File: src/rtl/sevenseg_pkg.sv
// Shared types, constants and the code-to-segment decoder for the seven-segment driver.
package sevenseg_pkg;

    typedef logic [6:0] seg_t;

    localparam seg_t SEG_BLANK  = 7'h7F;
    localparam seg_t SEG_DASH   = 7'b0111111;
    localparam seg_t CODE_BLANK = 7'h40;

    // Returns {dp_n, segs_n}; segment order is g..a, all active low.
    function automatic logic [7:0] seg_decode(input seg_t code);
        logic [7:0] r;
        if (code[6]) begin
            r = {1'b1, SEG_BLANK};
        end else if (code[5]) begin
            r = {1'b0, SEG_BLANK};
        end else if (code[4]) begin
            r = {1'b1, SEG_DASH};
        end else begin
            case (code[3:0])
                4'h0:    r = {1'b1, 7'b1000000};
                4'h1:    r = {1'b1, 7'b1111001};
                4'h2:    r = {1'b1, 7'b0100100};
                4'h3:    r = {1'b1, 7'b0110000};
                4'h4:    r = {1'b1, 7'b0011001};
                4'h5:    r = {1'b1, 7'b0010010};
                4'h6:    r = {1'b1, 7'b0000010};
                4'h7:    r = {1'b1, 7'b1111000};
                4'h8:    r = {1'b1, 7'b0000000};
                4'h9:    r = {1'b1, 7'b0010000};
                4'hA:    r = {1'b1, 7'b0001000};
                4'hB:    r = {1'b1, 7'b0000011};
                4'hC:    r = {1'b1, 7'b1000110};
                4'hD:    r = {1'b1, 7'b0100001};
                4'hE:    r = {1'b1, 7'b0000110};
                4'hF:    r = {1'b1, 7'b0001110};
                default: r = {1'b1, SEG_BLANK};
            endcase
        end
        return r;
    endfunction

endpackage

File: src/rtl/sevenseg_mux_n_scan_timer.sv
// Slot/digit/frame counters and blink phase for the multiplexed display scan.
module sevenseg_scan_timer #(
    parameter int NDIGITS      = 8,
    parameter int DIV_COUNT    = 100000,
    parameter int BLANK_CYCLES = 2,
    parameter int BLINK_FRAMES = 256
) (
    input  logic                       clk,
    input  logic                       rst_n,
    output logic [$clog2(NDIGITS)-1:0] idx,
    output logic                       phase,
    output logic                       slot_end,
    output logic                       frame_end,
    output logic                       blank_window
);
    import sevenseg_pkg::*;

    localparam int IW = $clog2(NDIGITS);
    localparam int CW = (DIV_COUNT > 1) ? $clog2(DIV_COUNT) : 1;
    localparam int FW = (BLINK_FRAMES > 1) ? $clog2(BLINK_FRAMES) : 1;

    logic [CW-1:0] cnt_r;
    logic [IW-1:0] idx_r;
    logic [FW-1:0] fcnt_r;
    logic          phase_r;

    assign slot_end  = (cnt_r == CW'(DIV_COUNT - 1));
    assign frame_end = slot_end && (idx_r == IW'(NDIGITS - 1));
    assign idx       = idx_r;
    assign phase     = phase_r;

    generate
        if (BLANK_CYCLES == 0) begin : g_no_dead
            assign blank_window = 1'b0;
        end else begin : g_dead
            assign blank_window = (cnt_r < CW'(BLANK_CYCLES));
        end
    endgenerate

    // Slot counter and digit index.
    always_ff @(posedge clk or negedge rst_n) begin
        if (!rst_n) begin
            cnt_r <= '0;
            idx_r <= '0;
        end else if (slot_end) begin
            cnt_r <= '0;
            if (idx_r == IW'(NDIGITS - 1)) begin
                idx_r <= '0;
            end else begin
                idx_r <= idx_r + IW'(1);
            end
        end else begin
            cnt_r <= cnt_r + CW'(1);
        end
    end

    // Frame counter; phase flips each time it wraps.
    always_ff @(posedge clk or negedge rst_n) begin
        if (!rst_n) begin
            fcnt_r  <= '0;
            phase_r <= 1'b0;
        end else if (frame_end) begin
            if (fcnt_r == FW'(BLINK_FRAMES - 1)) begin
                fcnt_r  <= '0;
                phase_r <= ~phase_r;
            end else begin
                fcnt_r  <= fcnt_r + FW'(1);
            end
        end else begin
            fcnt_r  <= fcnt_r;
        end
    end

endmodule

File: src/rtl/sevenseg_mux_n.sv
// Multiplexed common-anode seven-segment driver with per-frame capture,
// dead time, blink and leading-zero suppression.
module sevenseg_mux_n #(
    parameter int NDIGITS      = 8,
    parameter int DIV_COUNT    = 100000,
    parameter int BLANK_CYCLES = 2,
    parameter int BLINK_FRAMES = 256
) (
    input  logic                   clk,
    input  logic                   rst_n,
    input  logic                   enable,
    input  logic [7*NDIGITS-1:0]   data,
    input  logic [NDIGITS-1:0]     blink,
    input  logic                   lzs,
    output logic [NDIGITS-1:0]     an_n,
    output logic [6:0]             segs_n,
    output logic                   dp_n,
    output logic                   frame_done
);
    import sevenseg_pkg::*;

    localparam int IW = $clog2(NDIGITS);

    logic [IW-1:0]             idx_s;
    logic                      phase_s;
    logic                      slot_end_s;
    logic                      frame_end_s;
    logic                      blank_window_s;
    logic                      capture_s;
    logic [NDIGITS-1:0][6:0]   shadow_r;
    logic [NDIGITS-1:0]        lz_s;
    seg_t                      cur_code_s;
    logic                      suppress_s;
    logic                      an_on_s;
    logic [7:0]                dec_s;
    logic [NDIGITS-1:0]        an_n_r;
    seg_t                      segs_n_r;
    logic                      dp_n_r;
    logic                      frame_done_r;

    sevenseg_scan_timer #(
        .NDIGITS      (NDIGITS),
        .DIV_COUNT    (DIV_COUNT),
        .BLANK_CYCLES (BLANK_CYCLES),
        .BLINK_FRAMES (BLINK_FRAMES)
    ) u_timer (
        .clk          (clk),
        .rst_n        (rst_n),
        .idx          (idx_s),
        .phase        (phase_s),
        .slot_end     (slot_end_s),
        .frame_end    (frame_end_s),
        .blank_window (blank_window_s)
    );

    assign capture_s = slot_end_s && frame_end_s;

    // Frame-synchronous capture of the display codes.
    always_ff @(posedge clk or negedge rst_n) begin
        if (!rst_n) begin
            shadow_r <= {NDIGITS{CODE_BLANK}};
        end else if (capture_s) begin
            shadow_r <= data;
        end else begin
            shadow_r <= shadow_r;
        end
    end

    // A zero is leading while every more-significant digit is zero or blank.
    always_comb begin
        logic clear_above;
        lz_s        = '0;
        clear_above = 1'b1;
        for (int i = NDIGITS - 1; i >= 1; i--) begin
            lz_s[i]     = clear_above && (shadow_r[i] == 7'd0);
            clear_above = clear_above && ((shadow_r[i] == 7'd0) || shadow_r[i][6]);
        end
    end

    // Current-digit selection and anode gating.
    always_comb begin
        cur_code_s = shadow_r[idx_s];
        suppress_s = (blink[idx_s] && phase_s) || (lzs && lz_s[idx_s]);
        an_on_s    = enable && !blank_window_s && !suppress_s;
        dec_s      = seg_decode(cur_code_s);
    end

    // Registered pin drivers.
    always_ff @(posedge clk or negedge rst_n) begin
        if (!rst_n) begin
            an_n_r       <= '1;
            segs_n_r     <= SEG_BLANK;
            dp_n_r       <= 1'b1;
            frame_done_r <= 1'b0;
        end else begin
            frame_done_r <= capture_s;
            if (an_on_s) begin
                an_n_r   <= ~(NDIGITS'(1) << idx_s);
                segs_n_r <= dec_s[6:0];
                dp_n_r   <= dec_s[7];
            end else begin
                an_n_r   <= '1;
                segs_n_r <= SEG_BLANK;
                dp_n_r   <= 1'b1;
            end
        end
    end

    assign an_n       = an_n_r;
    assign segs_n     = segs_n_r;
    assign dp_n       = dp_n_r;
    assign frame_done = frame_done_r;

endmodule

File: config.mk
export PLATFORM = sky130hd
export DESIGN_NAME = sevenseg_mux_n
export DESIGN_NICKNAME = d
export VERILOG_FILES = /design/src/rtl/sevenseg_pkg.sv /design/src/rtl/sevenseg_mux_n_scan_timer.sv /design/src/rtl/sevenseg_mux_n.sv
export SDC_FILE = /design/constraint.sdc
export NUM_CORES = 1
export LEC_CHECK = 0
export ABC_AREA = 0
export CAP_MARGIN = 15
export CORE_MARGIN = 2
export CORE_UTILIZATION = 55
export DETAILED_ROUTE_END_ITERATION = 7
export GPL_TIMING_DRIVEN = 0
export PLACE_DENSITY = 0.82
export REMOVE_ABC_BUFFERS = 1
export SYNTH_ARGS = -nofsm -noshare
export SYNTH_HDL_FRONTEND = slang
export SYNTH_SLANG_ARGS = --single-unit
File: constraint.sdc
create_clock -name clk -period 4.53 [get_ports clk]
set_input_delay 0.6795 -clock clk [delete_from_list [all_inputs] [get_ports clk]]
set_output_delay 0.6795 -clock clk [all_outputs]
set_load 0.02 [all_outputs]
After elaboration in Yosys (flattened, before gate mapping):

Memory sizes are Yosys's and may differ from the RTL's.
Cells that the tools add are included.

* bits in registers: 102
* memory bits (read-only): 112
* input bits: 68
* output and inout bits: 17
* memories: 1
* word-level logic and storage cells: 77

* add/sub/neg operators: 3
* bitwise gates (word level): 2
* equal/unequal tests: 3
* magnitude comparators: 2
* reductions and logical operators: 34
* multiplexer cells: 15
* shift operators: 1

Memory list
* (no name shown): words 16, bits a word 7, read ports 1, clocked after Yosys merged registers in 0, write ports 0, line sevenseg_pkg.sv:20 `case (code[3:0])`

Operator list (number)
* 7-bit zero test: 7
* 8-bit two-way mux: 5
* 7-bit binary-select mux with 3-bit select: 1
* 17-bit by 1-bit adder with 17-bit output, second input constant: 1
* 17-bit equality test, second input constant: 1
* 1-bit logical AND: 17
* 17-bit by 2-bit less-than comparator with 1-bit output, second input constant: 1
* 17-bit two-way mux: 1
* 7-bit two-way mux: 2
* 8-bit by 1-bit adder with 8-bit output, second input constant: 1
* 8-bit equality test, second input constant: 1
* 8-bit NOT: 1
* 1-bit by 3-bit left shift with 8-bit output, first input constant: 1
* 1-bit logical OR: 7
* 1-bit binary-select mux with 3-bit select: 2
* 3-bit by 4-bit less-than comparator with 1-bit output, second input constant: 1
* 3-bit by 1-bit adder with 3-bit output, second input constant: 1
* 3-bit equality test, second input constant: 1
* 1-bit two-way mux: 3
* 3-bit two-way mux: 1
* 1-bit zero test: 2
* 2-bit AND reduction: 1
* 1-bit NOT: 1

Logic depth before layout (Yosys ltp):

* depth in word-level cells: 15
* depth in mapped cells: 10
* mapped depth without buffers: 8

Cells and area by module:

A second synthesis with hierarchy kept.

* cell total of the unflattened synthesis: 422
* area total of the unflattened synthesis: 5168.7 um2

By module, submodules not included
* sevenseg_mux_n: cells each 288, seq. area each 1856.8 um2, times used 1, area an instance 3729.8 um2
* sevenseg_scan_timer: cells each 134, seq. area each 725.7 um2, times used 1, area an instance 1438.9 um2

Worst setup path after synthesis:

OpenSTA, ideal clock, no wires.

* path kind: reg-to-reg
* start point: register u_timer.idx_r[0] (netlist: u_timer.idx[0])
* end point: register segs_n_r[6] (netlist: segs_n[6])
* arrival time: 2628 ps
* setup time: 94 ps
* cell stages (with the launch flop): 11
* slack: 1808 ps
* period minus slack after synthesis: 2722 ps
* buffers on the path: 2
* data required time: 4436 ps
* cell sequence: dfrtp_1 -> buf_6 -> buf_8 -> mux4_1 -> mux2i_1 -> inv_1 -> ha_1 -> nor2b_1 -> a21oi_1 -> nor3b_1 -> or4_1

* longest elaborated chain between the ends: 7
* elaborated cells on any way between the ends: 16
* those cells by class: mux: 10; reduce/logical: 5; memory: 1

RTL lines
* start, declared: line sevenseg_mux_n_scan_timer.sv:23 `logic [IW-1:0] idx_r;`
* start signal, assigned: line sevenseg_mux_n_scan_timer.sv:50 `idx_r <= idx_r + IW'(1);`
* 7-bit binary-select mux with 3-bit select or 1-bit binary-select mux with 3-bit select (tied branches): line sevenseg_mux_n.sv:82, sevenseg_mux_n.sv:83
* 7-bit two-way mux (implied by the code) or 1-bit two-way mux (tied branches): line sevenseg_mux_n.sv:82, sevenseg_mux_n.sv:83
* memory 16 x 7 bit or 1-bit logical AND (tied branches)
* 8-bit two-way mux or 1-bit logical OR (tied branches): line sevenseg_pkg.sv:17, sevenseg_mux_n.sv:83
* 8-bit two-way mux or 1-bit zero test (tied branches): line sevenseg_pkg.sv:15, sevenseg_mux_n.sv:84
* 8-bit two-way mux or 1-bit logical AND (tied branches): line sevenseg_pkg.sv:13, sevenseg_mux_n.sv:84
* 7-bit two-way mux (*): line sevenseg_mux_n.sv:97 `if (an_on_s) begin`
* end signal, assigned: line sevenseg_mux_n.sv:99 `segs_n_r <= dec_s[6:0];`
* end, declared: line sevenseg_mux_n.sv:37 `seg_t segs_n_r;`

Every way passes the cells marked *; elsewhere a longest branch is shown, timed or not. The select of a mux whose other input is x is not followed.
A chain may end at the register's enable or synchronous reset.

Worst setup path in the final report:

Same ends and word-level chain as after synthesis.

==> flow_summary.json <==
{
  "io_pins": 85,
  "worstMarginPinSlew_ns": 1.10,
  "ys_ff_latch": 102,
  "die_y_um": 99.9,
  "rsz0062_at_grt": "no",
  "die_x_um": 99.9,
  "cts.path.max_buffers": 2,
  "first_global_vias": 3538,
  "top_layer": "met4",
  "synth_top_area_frac": 0.386,
  "place_hpwl_mm": 8.03,
  "syn-cell-area_mm2": 0.00506,
  "hp-class": "in2async",
  "synth_warnings": 0,
  "cts.sinks": 102,
  "setup_ws_ns": 0.998,
  "dr_wl_met3_um": 477,
  "crit_type": "reg2reg",
  "cts-buffers-inserted": 9,
  "async_reset_ff_frac": 1.00,
  "p_sw_frac": 0.219,
  "cp-end-kind": "flop",
  "ant_nets": 0,
  "synth_cell_types": 53,
  "clkLatencyLatePin_ns": 0.37,
  "min_period_over_period": 0.780,
  "drtIter0Drc": 162,
  "status": "completed",
  "p_clk_frac": 0.359,
  "ff2ff_setup_slack_ns": 1.0,
  "syn_inst": 399,
  "totalWireLength_mm": 10.6,
  "drive_gt1_frac": 0.125,
  "grt_pass1_wl_mm": 17.4,
  "cts.htree.levels": 3,
  "arrival_ns": 3.81,
  "cts.repair.resized": 0,
  "crit_fanout": 19,
  "p_int_mw": 1.24,
  "hold_viol": 0,
  "seqPwrFrac": 0.579,
  "cp.required_ns": 4.81,
  "power.density_mw_per_mm2": 254,
  "p_sw_mw": 0.348,
  "start_kind": "flop",
  "final_nets": 565,
  "row_count": 35,
  "wire_per_inst_um": 17.8,
  "vias": 3534,
  "die_area_mm2": 0.00999,
  "period_needed_ns": 3.53,
  "yosys-top-cells-area": "dfrtp_1, dfstp_2, mux2_1",
  "reg2reg_depth": 8,
  "timing.rr.end": "segs_n[6]",
  "max_cap_viol_count": 0,
  "synth_area_leader_cell": "dfrtp_1",
  "fin_skew_ns": 0.0140,
  "track_usage": 0.225,
  "syn_area_per_cell_um2": 12.7,
  "max_freq_mhz": 283,
  "clockRootBuffer": "clkbuf_8",
  "place_ws_ns": 1.02,
  "numPortBuffers": 84,
  "drtPass1Iterations": 4,
  "ys_seq_area_frac": 0.510,
  "peakVddDrop_mv": 0.144,
  "start_util": 0.558,
  "wl_met2_mm": 5.52,
  "cts_tree": "done",
  "antenna_found_initial": 0,
  "slew_violations": 0,
  "areaGrowthSynthToFinish_pct": 23.3,
  "clk_pin_slew_ns": 0.10,
  "cts_hold_buf": 0,
  "met1Wirelength_mm": 4.57,
  "ys.flop_type": "dfrtp_1",
  "vias_per_cell": 5.90,
  "rr_startpoint": "u_timer.idx[0]",
  "route.detailed.drc": 0,
  "synth_edf_count": 0,
  "core_mm2": 0.00906,
  "finalPower_mw": 1.58,
  "grt_max_degree": 59,
  "setup_viol": 0,
  "postCtsSetupRepairBufs": 0,
  "maxSlewHeadroom": 0.247,
  "antennaDiodeCount": 0,
  "gp_congestion": 0.827,
  "grt-ovfl-total": 0,
  "power_leakage_nw": 2.89,
  "combPwrFrac": 0.063
}
-- cells in the mapped netlist, types with 2 or more instances --
library cell and instances:
dfrtp_1 78, mux2_1 56, nand2_1 26, dfstp_2 24
nor2_1 20, ha_1 14, nor4_1 13, a21oi_1 11
buf_2 11, mux4_1 11, nand4_1 11, nand3_1 10
xnor2_1 10, nor3_1 9, o21ai_0 9, xor2_1 9
mux2i_1 8, inv_1 7, mux4_2 5, clkbuf_1 4
nand3b_1 4, nor2b_1 4, o211ai_1 4, or3_1 4
and3_1 3, inv_2 3, a211oi_1 2, a22oi_1 2
o21ai_1 2, or2_2 2
-- worst max-delay path, cell delays in order, from the launching register on --
cell and delay (ns):
dfrtp_1 0.96, mux4_1 0.71, mux2i_1 0.48, inv_1 0.17
ha_1 0.23, nor2b_1 0.17, a21oi_1 0.18, nor3b_1 0.06
or4_1 0.49
-- how the worst max path moves through the flow --
stage / startpoint / endpoint / slack [ns] / depth (start not counted)
floorplan: u_timer.idx[0] / u_timer.fcnt_r[4] / -0.97 / 6
global placement: u_timer.idx[0] / u_timer.fcnt_r[4] / -2.72 / 6
detailed placement: u_timer.idx[0] / segs_n[6] / 1.02 / 8
CTS: u_timer.idx[0] / segs_n[6] / 1.01 / 8
global route: u_timer.idx[0] / segs_n[6] / 0.82 / 8
finish: u_timer.idx[0] / segs_n[6] / 1.0 / 8
-- cell type report --
class,instances,area [um^2]
clock buffers,11,131
clock inverters,5,60.1
fillers,644,2830
inverters,10,37.5
multi-input cells,270,2360
flip-flops and latches,102,2580
well taps,111,139
repair buffers,90,930
-- cell usage in the layout, fill, tap and decap left out, drive strengths merged, types with 3 or more instances in the layout --
master | Yosys | final
clkbuf | 4 | 11
mux4 | 16 | 16
nand3 | 10 | 10
nor2 | 20 | 20
dfstp | 24 | 24
and3 | 3 | 3
o21ai | 11 | 11
xor2 | 9 | 9
o211ai | 5 | 5
clkdlybuf4s50 | 0 | 83
nor2b | 4 | 4
nand4 | 11 | 11
nand2 | 27 | 27
inv | 10 | 11
nor3 | 9 | 9
buf | 13 | 7
a21oi | 12 | 12
or3 | 4 | 4
dfrtp | 78 | 78
nand3b | 4 | 4
xnor2 | 10 | 10
mux2i | 8 | 8
nor4 | 14 | 14
mux2 | 56 | 56
ha | 14 | 14
-- kinds of logic (layout without fill, tap and decap cells) --
kind of cell,Yosys count,count (layout),synth area share
compound gates,42,42,0.0573
xor+xnor,19,19,0.0329
fa+ha+maj,14,14,0.0346
buf+inv,27,116,0.0264
flops,102,102,0.510
mux,80,80,0.220
simple gates,115,115,0.119
-- flip-flops by register name (all words and copies together) (netlist names) --
register,cells
shadow_r,56
u_timer.cnt_r,17
an_n,8
u_timer.fcnt_r,8
segs_n,7
u_timer.idx,3
dp_n,1
frame_done,1
u_timer.phase,1
-- routing by layer --
metal  vias up  track usage
li1       1649            -
met1      1787        0.298
met2        91        0.380
met3         7       0.0508
met4         0       0.0537
met5         -            0
-- metrics by stage --
stage                     setup TNS (ns)  hold slack (ns)  area, um^2  std cells   util
after floorplan                   -51.79            0.384        4970        382      -
after global placement           -222.81            0.462        5950        577  0.656
after detailed placement               0            0.478        6050        583  0.667
after CTS                              0            0.318        6240        599  0.688
after global routing                   0            0.353        6240        599  0.688
final                                  0            0.315        6240        599  0.688
-- power by group through the flow --
stage	clock [mW]	combinational, mW	sequential, mW
final	0.568	0.0996	0.917
after global routing	0.622	0.108	0.918
after CTS	0.583	0.102	0.917
after detailed placement	0	0.102	0.934
after global placement	0	0.0977	0.934
after floorplan	0	0.00863	0.939
(Power assumes the default switching activity.)
